File: src/rtl/sync_fifo_ctrl_flags.sv
// Single-clock FIFO with registered full/empty/almost flags, both polarities,
// occupancy count, and a standard or first-word-fall-through read port.
// Ports: clk, rst_n; wen/din/full(_n)/almost_full(_n) on the write side;
//        ren/dout/empty(_n)/almost_empty(_n) on the read side; data_cnt.
module sync_fifo_ctrl_flags #(
  parameter int data_width      = 32,
  parameter int depth           = 32,
  parameter int almost_full_th  = 30,
  parameter int almost_empty_th = 2,
  parameter int fwft_mode       = 0
) (
  input  logic                         clk,
  input  logic                         rst_n,
  input  logic                         wen,
  input  logic [data_width-1:0]        din,
  output logic                         full,
  output logic                         full_n,
  output logic                         almost_full,
  output logic                         almost_full_n,
  input  logic                         ren,
  output logic [data_width-1:0]        dout,
  output logic                         empty,
  output logic                         empty_n,
  output logic                         almost_empty,
  output logic                         almost_empty_n,
  output logic [$clog2(depth):0]       data_cnt
);

  localparam int AW = $clog2(depth);
  localparam int CW = AW + 1;

  localparam logic [CW-1:0] FULL_CNT = CW'(depth);
  localparam logic [CW-1:0] AF_TH    = CW'(almost_full_th);
  localparam logic [CW-1:0] AE_TH    = CW'(almost_empty_th);

  if ((depth < 4) || ((depth & (depth - 1)) != 0)) begin : g_bad_depth
    $error("sync_fifo_ctrl_flags: depth must be a power of two >= 4");
  end
  if ((almost_full_th < 1) || (almost_full_th > depth)) begin : g_bad_af
    $error("sync_fifo_ctrl_flags: almost_full_th must be in 1..depth");
  end
  if ((almost_empty_th < 0) || (almost_empty_th > depth - 1)) begin : g_bad_ae
    $error("sync_fifo_ctrl_flags: almost_empty_th must be in 0..depth-1");
  end

  logic [data_width-1:0] r_mem [depth];
  logic [AW-1:0]         r_wptr;
  logic [AW-1:0]         r_rptr;
  logic [CW-1:0]         r_cnt;
  logic                  r_full;
  logic                  r_empty;
  logic                  r_afull;
  logic                  r_aempty;

  logic                  w_wr_acc;
  logic                  w_rd_acc;
  logic [CW-1:0]         w_cnt_nxt;

  // Acceptance uses the registered flags, so wen+ren on an empty FIFO only
  // writes and on a full FIFO only reads.
  assign w_wr_acc = wen & ~r_full;
  assign w_rd_acc = ren & ~r_empty;

  always_comb begin
    w_cnt_nxt = r_cnt;
    unique case ({w_wr_acc, w_rd_acc})
      2'b10:   w_cnt_nxt = r_cnt + CW'(1);
      2'b01:   w_cnt_nxt = r_cnt - CW'(1);
      default: w_cnt_nxt = r_cnt;
    endcase
  end

  always_ff @(posedge clk or negedge rst_n) begin
    if (!rst_n) begin
      r_wptr   <= '0;
      r_rptr   <= '0;
      r_cnt    <= '0;
      r_full   <= 1'b0;
      r_empty  <= 1'b1;
      r_afull  <= 1'b0;
      r_aempty <= 1'b1;
    end else begin
      if (w_wr_acc) r_wptr <= r_wptr + AW'(1);
      if (w_rd_acc) r_rptr <= r_rptr + AW'(1);
      r_cnt    <= w_cnt_nxt;
      // Flags follow the next count so they line up with data_cnt.
      r_full   <= (w_cnt_nxt == FULL_CNT);
      r_empty  <= (w_cnt_nxt == '0);
      r_afull  <= (w_cnt_nxt >= AF_TH);
      r_aempty <= (w_cnt_nxt <= AE_TH);
    end
  end

  // Storage is deliberately not reset.
  always_ff @(posedge clk) begin
    if (w_wr_acc) r_mem[r_wptr] <= din;
  end

  if (fwft_mode != 0) begin : g_fwft
    assign dout = r_mem[r_rptr];
  end else begin : g_std
    logic [data_width-1:0] r_dout;
    always_ff @(posedge clk or negedge rst_n) begin
      if (!rst_n)        r_dout <= '0;
      else if (w_rd_acc) r_dout <= r_mem[r_rptr];
    end
    assign dout = r_dout;
  end

  assign full           = r_full;
  assign full_n         = ~r_full;
  assign almost_full    = r_afull;
  assign almost_full_n  = ~r_afull;
  assign empty          = r_empty;
  assign empty_n        = ~r_empty;
  assign almost_empty   = r_aempty;
  assign almost_empty_n = ~r_aempty;
  assign data_cnt       = r_cnt;

endmodule

File: config.mk
export PLATFORM = sky130hd
export DESIGN_NAME = sync_fifo_ctrl_flags
export DESIGN_NICKNAME = d
export VERILOG_FILES = /design/src/rtl/sync_fifo_ctrl_flags.sv
export SDC_FILE = /design/constraint.sdc
export NUM_CORES = 1
export LEC_CHECK = 0
export BUFFER_PORTS_ARGS = -buffer_cell sky130_fd_sc_hd__buf_2
export CORE_AREA = 2 2 277 279
export CTS_CLUSTER_DIAMETER = 40
export CTS_CLUSTER_SIZE = 10
export DETAILED_ROUTE_END_ITERATION = 8
export DIE_AREA = 0 0 279 281
export GPL_TIMING_DRIVEN = 0
export PLACE_DENSITY = 0.77
export SYNTH_ARGS = -nofsm -noshare
export SYNTH_HDL_FRONTEND = slang
export SYNTH_SLANG_ARGS = --single-unit
File: constraint.sdc
create_clock -name clk -period 7 [get_ports clk]
set_input_delay 0 -clock clk [delete_from_list [all_inputs] [get_ports clk]]
set_output_delay 0 -clock clk [all_outputs]
set_load 0.01 [all_outputs]
Word level (Yosys, flattened, before mapping)
Memory sizes are Yosys's and may differ from the RTL's. A register that Yosys moved wholly into a read port is not among the register bits.
Cells that the tools add are included.
Storage, ports and cells
  register bits: 20
  bits in writable memories: 1024
  word-level logic and storage cells: 28
  memories: 1
  output and inout bits: 46
Operators by class
  muxes and demuxes: 3
  bitwise logic cells: 6
  $lt $le $gt $ge: 2
  reductions and logical operators: 2
  $add $sub $neg: 4
  equality and inequality tests: 3
Memories
  r_mem: depth 32, bits a word 32, rd ports 1, clocked after Yosys merged registers in 1, write ports 1, line 46  | logic [data_width-1:0] r_mem [depth];
Operators by type and width (count)
  one-hot mux 6 bit (2 select lines): 1
  adder 5 x 1 -> 5 bit, second input constant: 2
  adder 6 x 1 -> 6 bit, second input constant: 1
  equality test 6 bit, second input constant: 1
  >= comparator 6 x 5 -> 1 bit, second input constant: 1
  <= comparator 6 x 2 -> 1 bit, second input constant: 1
  logical NOT 6 bit: 1
  subtractor 6 x 1 -> 6 bit, second input constant: 1
  NOT 1 bit: 4
  AND 1 bit: 2
  equality test 2 x 1 -> 1 bit, second input constant: 1
  equality test 2 bit, second input constant: 1
  2-to-1 mux 1 bit: 2
  logical NOT 1 bit: 1

Logic depth before layout (Yosys ltp)
  depth in word-level cells: 5
  mapped depth: 12

Worst setup path before layout
OpenSTA, ideal clock, no wires.
  kind: register -> register
  start point: reg r_full, in the netlist full
  end point: mem r_mem[23][0] (enable)
  slack: 4.095 ns
  arrival: 2.484 ns
  clock period less this slack: 2.905 ns
  stages on the path, launching flop included: 6
  data required time: 6.579 ns
  cells stage by stage: dfrtp_1 -> nor2b_4 -> buf_2 -> nand2_1 -> clkbuf_1 -> nor2_1
On the way
  word-level cells in the longest chain between the ends: 4
Ends and longest elaborated chain
  start: declaration: line 50  | logic r_full;
  start signal: assignment: line 87  | r_full <= (w_cnt_nxt == FULL_CNT);
  NOT 1 bit: line 61  | assign w_wr_acc = wen & ~r_full;
  AND 1 bit: line 61
  2-to-1 mux 1 bit: line 96  | if (w_wr_acc) r_mem[r_wptr] <= din;
  2-to-1 mux 1 bit (implied by the code): line 96
  end: declaration: line 46
No other way between the ends.

==> flow_summary.toml <==
[route]
dr_total_vias = 21014
final_antenna_net_count = 0
first_iter_violations = 3080
dr.pass1.iters = 6
drc_errors = 0
wire_per_inst_um = 34.8
viasPerCell = 6.78
wirelength_um = 108000

[setup_path]
start_kind = "register"
slowest_stage = "clkbuf_1"
worst_setup_path_end_kind = "register"
r2r_start = "r_rptr[1]"
timing.critical_path.mode_cell = "clkbuf_1"
arrival_ns = 4.22
cpPeakStageDelay_ns = 0.88
ff2ff_setup_slack_ns = 3.35
cp_cell_sequence = "clkbuf_1 > clkbuf_1 > clkbuf_1 > mux4_2 > mux4_2 > mux2i_1 > o21ai_1"
critPathBufInv = 3
setup.worst_path.class = "reg2reg"
r2r-end = "dout[8]"
ff2ff_path_depth = 7
worstPathMaxFanout = 10
critPathRequiredTime_ns = 7.56
cp_top_family = "buffers and inverters"

[placed_design]
gp_congestion = 0.780
place.detailed.hpwl_um = 61400
numPortBuffers = 81

[clock_network]
clk_path_buf_depth = 3
cts_buffers = 134
clk_pin_slew_worst_paths_ns = 0.06
cts_tree = "built"
clock_sinks = 1076
cts_resized = 0
cts_setup_buffers = 0
cts-root-buf = "clkbuf_16"
htree_num_levels = 4
clk_latency_ns = 0.74
cts_hold_buffers = 36

[sta]
hold_viol = 0
rsz0062_at_grt = "false"
min_period_over_period_pct = 52.2
fin_setup_tns_ns = 0
slew_headroom_pct = 18.8
max_freq_ghz = 0.274
worst_pin_slew_ns = 1.22
setup_viol = 0
period_needed_ns = 3.65
clock_skew_ns = 0.0245
fin_hold_ws_ns = 0.310
drv_slew = 0

[cells_and_area]
area.growth.synth_to_final_pct = 17.1
most-common-layout-cells = "1024 x edfxtp_1, 320 x mux4_2, 137 x clkbuf_16, 110 x buf_2, 109 x clkbuf_1"
drive_gt1_share_pct = 32.5
antenna_cells = 0
fin_nets = 2069
final_common_cell = "edfxtp_1"
n_fill_cell = 4541

[status]
status = "finished clean"

[synth]
yosysUniqueCellTypes = 55
syn_inst = 1736
async_flop_share_pct = 4.83
synth-main-ff-cell = "edfxtp_1"
ys_seq_elements = 1076
syn_area_sq_mm = 0.0412
synth_sequential_area_ratio_pct = 77.8
synth_warnings = 0
synth_fp_nets = 1779
synth_edf_count = 1024
syn_area_per_cell_sq_um = 23.7

[die]
ios = 82
core-area_sq_mm = 0.0754
fp-row-count = 101
initial_core_util_pct = 54.6
fp.dieArea_sq_mm = 0.0784
die_h_um = 281
die_w_um = 279

[pwr]
power_density_mw_per_mm2 = 410
ir_drop_mv = 0.248
power.leakage_uw = 0.0154

[global_route]
grt_pass1_vias = 21674
antenna_found_initial = 0
overflow = 0
grt_pass1_wl_um = 153000
grt_max_degree = 43
grt_use_total_pct = 28.2

[hold_path]
min_path_cells = 2
hold-path-endpoint = "r_mem[14][19]"
hold_path.class = "in2reg"
hold_start = "din[19]"

[flow_run]
drv_cap = 0
==> per-stage QoR <==
step                      std cells  utilization, %  power (uW)  instance area (sq um)  setup WS [ns]
after detailed placement       2831            58.1       13400                  43900           3.47
after CTS                      3098            63.9       19800                  48200           3.33
final                          3099            64.0       19800                  48300           3.35
after floorplan                1736               -       11500                  41200           4.09
after global routing           3099            64.0       20300                  48300           3.28
after global placement         2795            56.8       13100                  42800           1.83
==> routing by layer <==
layer / part of all wire [%] / track usage (%) / vias up
li1: - / - / 7976
met2: 50 / 46.7 / 1685
met4: 4.1 / 11.5 / 0
met1: 35 / 36.2 / 11041
met5: 0 / 0 / -
met3: 11 / 7.16 / 312
==> cells in the mapped netlist, types with 2 or more instances <==
library cell  number  share of area (%)
nand2_1           51               0.46
buf_2             30               0.36
dfrtp_1           50                3.0
o22ai_1            3              0.046
o21ai_0            7              0.085
xnor2_1           11               0.23
nand3_1            4              0.049
mux2i_1           32               0.78
nor3_1             4              0.049
a21oi_1            4              0.049
mux2_2             2              0.055
nand3b_1           3              0.055
nor2b_1            2              0.030
nor2_1            40               0.36
buf_6              2              0.055
xor2_1             2              0.043
nand4_1            3              0.046
dfstp_2            2               0.13
o21ai_1           32               0.39
edfxtp_1        1024                 75
ha_1               7               0.21
inv_1              9              0.082
o211ai_1           2              0.036
mux4_2           320                 17
buf_1             10              0.091
clkbuf_1          51               0.46
==> area by class of cell <==
type,instances,area [sq um],area share [%]
plain buffers,93,402,0.832
clock buffers,197,3670,7.61
clock inverters,34,352,0.729
inverters,11,43.8,0.0907
multi-input cells,556,8950,18.5
flip-flops and latches,1076,32100,66.4
well taps,978,1220,2.54
repair buffers,154,1560,3.24
==> power breakdown <==
part           switching [uW]  internal [uW]
sequential                203           7580
combinational            3180           2520
clock                    2620           3700
total                    6000          13800
==> kinds of logic (layout without fill, tap and decap cells) <==
logic type      Yosys count  count (layout)  synth area share [%]
compound gates           59              59                 0.914
xor+xnor                 13              13                 0.276
fa+ha+maj                 7               7                 0.213
buf+inv                 104             489                  1.08
flops                  1076            1076                  77.8
mux                     354             354                  18.3
simple gates            123             123                  1.40
==> registers in the layout, indices dropped and copies added, names as in the netlist <==
| name | cells |
|---|---|
| almost_empty | 1 |
| almost_full | 1 |
| data_cnt | 6 |
| dout | 32 |
| empty | 1 |
| full | 1 |
| r_mem | 1024 |
| r_rptr | 5 |
| r_wptr | 5 |
==> how the worst max path moves through the flow <==
stage / startpoint / endpoint / slack [ns] / cells past startpoint
final: r_rptr[1] / dout[8] / 3.35 / 7
after global routing: r_rptr[1] / dout[9] / 3.28 / 7
after CTS: r_rptr[1] / dout[8] / 3.33 / 7
after detailed placement: r_rptr[1] / dout[8] / 3.47 / 7
after global placement: full / r_mem[7][10] / 1.83 / 5
after floorplan: full / r_mem[23][0] / 4.09 / 5
Note: power is estimated with default switching activity, not from simulation.
